## src/rtl/thread_issue_queue.sv

```systemverilog
// rtl/thread_issue_queue.sv - per-thread request FIFOs feeding a round-robin arbiter, with a registered issue output
//
// Purpose: buffers requests per thread, presents non-empty (and not flushed)
// threads to the arbiter, and pops the granted thread into a valid/ready
// output register. Threads can be flushed individually for rollback.
//
// Ports:
//   clk, rst_n                  clock, asynchronous active-low reset
//   enq_valid_i/thread_i/data_i enqueue request, target thread, payload
//   thread_full_o               per-thread FIFO full flags
//   flush_bitmap_i              per-thread flush, applied at the next edge
//   req_bitmap_o, update_en_o   arbiter request vector and priority update enable
//   grant_oh_i                  one-hot arbiter grant, same cycle
//   issue_valid_o/thread_o/data_o, issue_ready_i   registered issue handshake
module thread_issue_queue #(
  parameter int NUM_THREADS = 4,
  parameter int DATA_WIDTH  = 32,
  parameter int FIFO_DEPTH  = 4
) (
  input  logic                           clk,
  input  logic                           rst_n,
  input  logic                           enq_valid_i,
  input  logic [$clog2(NUM_THREADS)-1:0] enq_thread_i,
  input  logic [DATA_WIDTH-1:0]          enq_data_i,
  output logic [NUM_THREADS-1:0]         thread_full_o,
  input  logic [NUM_THREADS-1:0]         flush_bitmap_i,
  output logic [NUM_THREADS-1:0]         req_bitmap_o,
  output logic                           update_en_o,
  input  logic [NUM_THREADS-1:0]         grant_oh_i,
  output logic                           issue_valid_o,
  output logic [$clog2(NUM_THREADS)-1:0] issue_thread_o,
  output logic [DATA_WIDTH-1:0]          issue_data_o,
  input  logic                           issue_ready_i
);

  localparam int TW = $clog2(NUM_THREADS);
  localparam int PW = $clog2(FIFO_DEPTH);
  localparam int CW = PW + 1;

  logic [DATA_WIDTH-1:0] mem    [NUM_THREADS][FIFO_DEPTH];
  logic [PW-1:0]         rd_ptr [NUM_THREADS];
  logic [PW-1:0]         wr_ptr [NUM_THREADS];
  logic [CW-1:0]         count  [NUM_THREADS];

  logic                   can_issue;
  logic                   enq_ok;
  logic [NUM_THREADS-1:0] push_vec;
  logic [NUM_THREADS-1:0] pop_vec;
  logic                   pop_any;
  logic [TW-1:0]          pop_thread;
  logic [DATA_WIDTH-1:0]  pop_data;

  always_comb begin
    thread_full_o = '0;
    req_bitmap_o  = '0;
    for (int t = 0; t < NUM_THREADS; t++) begin
      thread_full_o[t] = (count[t] == CW'(FIFO_DEPTH));
      req_bitmap_o[t]  = (count[t] != '0) & ~flush_bitmap_i[t];
    end
  end

  // The output register can take a new entry when empty or being drained.
  assign can_issue   = ~issue_valid_o | issue_ready_i;
  assign update_en_o = can_issue & (|req_bitmap_o);

  // Fullness is judged at the start of the cycle, so a same-cycle pop does
  // not make room for an enqueue to a full FIFO.
  assign enq_ok = enq_valid_i & ~thread_full_o[enq_thread_i] & ~flush_bitmap_i[enq_thread_i];

  always_comb begin
    push_vec = '0;
    for (int t = 0; t < NUM_THREADS; t++) begin
      push_vec[t] = enq_ok && (enq_thread_i == TW'(t));
    end
  end

  // Masking with req_bitmap_o drops grants to empty or flushed threads.
  assign pop_vec = can_issue ? (grant_oh_i & req_bitmap_o) : '0;
  assign pop_any = |pop_vec;

  always_comb begin
    pop_thread = '0;
    for (int t = 0; t < NUM_THREADS; t++) begin
      if (pop_vec[t]) pop_thread = TW'(t);
    end
  end

  assign pop_data = mem[pop_thread][rd_ptr[pop_thread]];

  // Payload storage needs no reset; counts decide what is valid.
  always_ff @(posedge clk) begin
    for (int t = 0; t < NUM_THREADS; t++) begin
      if (push_vec[t]) mem[t][wr_ptr[t]] <= enq_data_i;
    end
  end

  always_ff @(posedge clk or negedge rst_n) begin
    if (!rst_n) begin
      for (int t = 0; t < NUM_THREADS; t++) begin
        rd_ptr[t] <= '0;
        wr_ptr[t] <= '0;
        count[t]  <= '0;
      end
    end else begin
      for (int t = 0; t < NUM_THREADS; t++) begin
        if (flush_bitmap_i[t]) begin
          rd_ptr[t] <= '0;
          wr_ptr[t] <= '0;
          count[t]  <= '0;
        end else begin
          if (push_vec[t]) wr_ptr[t] <= wr_ptr[t] + PW'(1);
          if (pop_vec[t])  rd_ptr[t] <= rd_ptr[t] + PW'(1);
          if (push_vec[t] && !pop_vec[t])      count[t] <= count[t] + CW'(1);
          else if (pop_vec[t] && !push_vec[t]) count[t] <= count[t] - CW'(1);
        end
      end
    end
  end

  always_ff @(posedge clk or negedge rst_n) begin
    if (!rst_n) begin
      issue_valid_o  <= 1'b0;
      issue_thread_o <= '0;
      issue_data_o   <= '0;
    end else if (can_issue) begin
      if (pop_any) begin
        issue_valid_o  <= 1'b1;
        issue_thread_o <= pop_thread;
        issue_data_o   <= pop_data;
      end else begin
        issue_valid_o  <= 1'b0;
      end
    end else if (flush_bitmap_i[issue_thread_o]) begin
      // A stalled entry of a flushed thread is withdrawn after this cycle.
      issue_valid_o <= 1'b0;
    end
  end

endmodule

```

## config.mk

```make
export PLATFORM = sky130hd
export DESIGN_NAME = thread_issue_queue
export DESIGN_NICKNAME = d
export VERILOG_FILES = /design/src/rtl/thread_issue_queue.sv
export SDC_FILE = /design/constraint.sdc
export NUM_CORES = 1
export LEC_CHECK = 0
export ABC_CLOCK_PERIOD_IN_PS = 6400
export CAP_MARGIN = 5
export CELL_PAD_IN_SITES_DETAIL_PLACEMENT = 1
export CELL_PAD_IN_SITES_GLOBAL_PLACEMENT = 2
export CORE_UTILIZATION = 45
export DETAILED_ROUTE_END_ITERATION = 8
export GPL_TIMING_DRIVEN = 0
export PLACE_DENSITY = 0.76
export SYNTH_ARGS = -nofsm -noshare
export SYNTH_HDL_FRONTEND = slang
export SYNTH_SLANG_ARGS = --single-unit
```

## constraint.sdc

```tcl
create_clock -name clk -period 6.4 [get_ports clk]
set_input_delay 1.28 -clock clk [delete_from_list [all_inputs] [get_ports clk]]
set_output_delay 1.28 -clock clk [all_outputs]
set_load 0.03 [all_outputs]
```

==> summary.md <==
| Metric | Value |
|---|---|
| Initial DRT Pass Iterations | `5` |
| Grt total ovfl | `0` |
| Worst r2r src | `issue_valid_o` |
| Min-delay src | `issue_data_o[12]` |
| Horiz. Die Dim | `225 um` |
| Worst path max stage delay | `0.62 ns` |
| Share of cells above drive strength 1 | `11.0%` |
| # diodes | `0` |
| Dpl cells | `2,136` |
| Pins Over Slew Limit | `0` |
| Ports | `90` |
| RePlAce Congestion | `0.773` |
| Crit path DAT | `3.44 ns` |
| Total of max-cap violations | `0` |
| Worst endpoint required time | `5.12 ns` |
| Worst rel slew slack | `25.6%` |
| Largest net degree at the start of global routing | `40` |
| CP max stage cell | `clkdlybuf4s50_1` |
| WHS Endpoint | `issue_data_o[12]` |
| Chip Height | `225 um` |
| Syn Inst Count | `1,368` |
| Peak supply drop | `0.000277 V` |
| Initial Util | `45.6%` |
| Min Hold Slack | `0.510 ns` |
| Area contributors post-synth | `edfxtp_1, dfrtp_1, o221ai_1, a22oi_1, nand3_1` |
| Fin crit share | `73.8%` |
| Inserted Clock Buffers | `58` |
| Post-layout util | `53.7%` |
| Post-synth top area share | `68.9%` |
| Num rows | `81` |
| Top post-synthesis cells by count | `edfxtp_1, a22oi_1, nand3_1, o221ai_1, dfrtp_1` |
| Setup Crit Path Kind | `input pin to output port` |
| Worst-path clk slew | `around 0.06 ns` |
| Area of the core | `49,000 um^2` |
| Setup slack, reg-to-reg | `between 2 and 3 ns` |
| Die ar. | `50,500 um^2` |
| Skew-Pair Late Insertion Delay | `0.63 ns` |
| Clock skew | `0.0264 ns` |
| Finished Layout Cells | `2,246` |
| Clk root buf | `clkbuf_16` |
| RR Endpoint | `issue_data_o[10]` |
| Clk buf depth | `3` |
| Register area share after synthesis | `around 76%` |
| Synth area leader | `edfxtp_1` |
| Hold Buf Count CTS | `0` |
| CP Capture Type | `output port` |
| Avg Vias per Cell | `6.19` |
| DR WL met3 | `4.52 mm` |
| DP Wirelength | `42.1 mm` |
| # port buffers | `87` |
| Met2 WL | `approximately 32 mm` |
| Residual DRC count | `0` |
| Hold Path Class | `flop to flop` |
| Post-route minimum period | `4.72 ns` |
| CP cell instances | `clkdlybuf4s50_1, clkbuf_1, nor2_1, nor4_1, nor2_1, clkdlybuf4s50_1` |
| CTS Sinks | `575` |
| Flops & latches, synth | `575` |
| Cts repair resizes | `0` |
| Setup crit start kind | `input pin` |
| Met1 WL | `27.5 mm` |
| Fin. Hold Viols | `0` |
| Worst Tran Pin Value | `1.11 ns` |
| DRT Wirelength | `approximately 65 mm` |
| GRT Overall Usage | `26.3%` |
| Global-route wire length before repair | `95.8 mm` |
| WL per Instance | `between 20 and 30 um` |
| H-tree levels | `2` |
| Max Clock Freq | `0.212 GHz` |
| Pwr Total | `around 11 mW` |
| Status | `finished, final reports clean` |
| ANT nets after route | `0` |
| Crit-path max FO | `10` |
| Post-synth ARST share | `between 10% and 20%` |
| Post-CTS setup buffers | `0` |
| Post-synth cell types | `50` |
| Synth Cell Area | `approximately 22,000 um^2` |
| Leak | `8.42 nW` |
| Vias in the first global route | `14,700` |
| Drt initial violations | `about 1,600` |
| Count leader, synth | `edfxtp_1` |
| Area grow syn2layout | `17.7%` |
| P per Cell Area | `405 nW/um^2` |
| Syn. warnings | `0` |
| Nets | `roughly 1,600` |
| Net Count, Synth | `roughly 1,400` |
| Initial antenna violation count | `0` |
| R2R depth | `9` |
| Ys flop type | `edfxtp_1` |
| Setup violations, final | `0` |
| Setup TNS | `0 ns` |
| Syn_area_per_cell | `16.3 um^2` |
| Top routing layer in use | `met4` |
| CTS tree | `built` |
| Total number of vias | `approximately 14,000` |
| RSZ-0062 raised after global routing | `false` |
| Worst hold stages | `2` |
| Post-synth EDFFs | `512` |
==> layer usage <==
layer	track usage [%]	up-vias
li1	-	5953
met2	43.6	595
met4	7.24	0
met5	0	-
met1	36.2	7253
met3	3.98	98
==> metrics by stage <==
step | setup WS (ns) | cell area [um^2]
floorplan | 2.53 | 22300
global placement | 0.777 | 24000
detailed placement | 1.57 | 24400
CTS | 1.61 | 26300
global route | 1.47 | 26300
finish | 1.68 | 26300
==> how the worst max path moves through the flow <==
| stage | startpoint | end | slack [ns] | cells past startpoint |
|---|---|---|---|---|
| floorplan | flush_bitmap_i[2] | update_en_o | 2.53 | 4 |
| global placement | flush_bitmap_i[1] | mem[1][98] | 0.78 | 7 |
| detailed placement | flush_bitmap_i[3] | issue_data_o[7] | 1.57 | 9 |
| CTS | flush_bitmap_i[3] | update_en_o | 1.61 | 6 |
| global route | flush_bitmap_i[3] | update_en_o | 1.47 | 6 |
| finish | flush_bitmap_i[3] | update_en_o | 1.68 | 6 |
==> kinds of logic after synthesis <==
kind of cell,Yosys count,share of synthesized area (%)
flip-flops,575,75.9
AO/OA/AOI/OAI,349,12.8
AND/OR/NAND/NOR,269,6.15
buffers and inverters,126,2.52
adder cells (fa/ha/maj),20,1.26
multiplexers,16,0.779
XOR/XNOR,13,0.510
==> worst max-delay path, delay by kind of cell <==
kind / cells / cell delay, ns
buffers and inverters: 3 / 1.61
AND/OR/NAND/NOR: 3 / 0.55
==> layout make-up <==
cell class | instances | area, um^2
Inverter | 22 | 82.6
Sequential cell | 575 | 17000
Clock inverter | 22 | 179
Multi-Input combinational cell | 667 | 4830
Tap cell | 664 | 831
Fill cell | 4588 | 22700
Clock buffer | 88 | 1640
Buffer | 104 | 480
Timing Repair Buffer | 104 | 1280
==> where the power goes <==
part           internal, mW  total, mW  switching, mW
clock                  1.85       3.28           1.43
combinational         0.946       2.92           1.98
sequential             4.28       4.43          0.146
==> registers in the layout, summed over array words and instances (netlist names) <==
| register | cells |
|---|---|
| rd_ptr | 8 |
| count | 12 |
| wr_ptr | 8 |
| issue_data_o | 32 |
| issue_thread_o | 2 |
| issue_valid_o | 1 |
| mem | 512 |
==> cells in the final DEF (no fill, tap or decap), drive strengths merged, types with 24 or more instances in the layout <==
cell             n
clkbuf         147
clkdlybuf4s50   86
nand3          128
o211ai          34
o221ai         127
a22oi          128
nor2            35
buf             63
dfrtp           63
edfxtp         512
inv             24
a32oi           34
nand2           48
No activity file was read; power rests on OpenSTA's default activity.
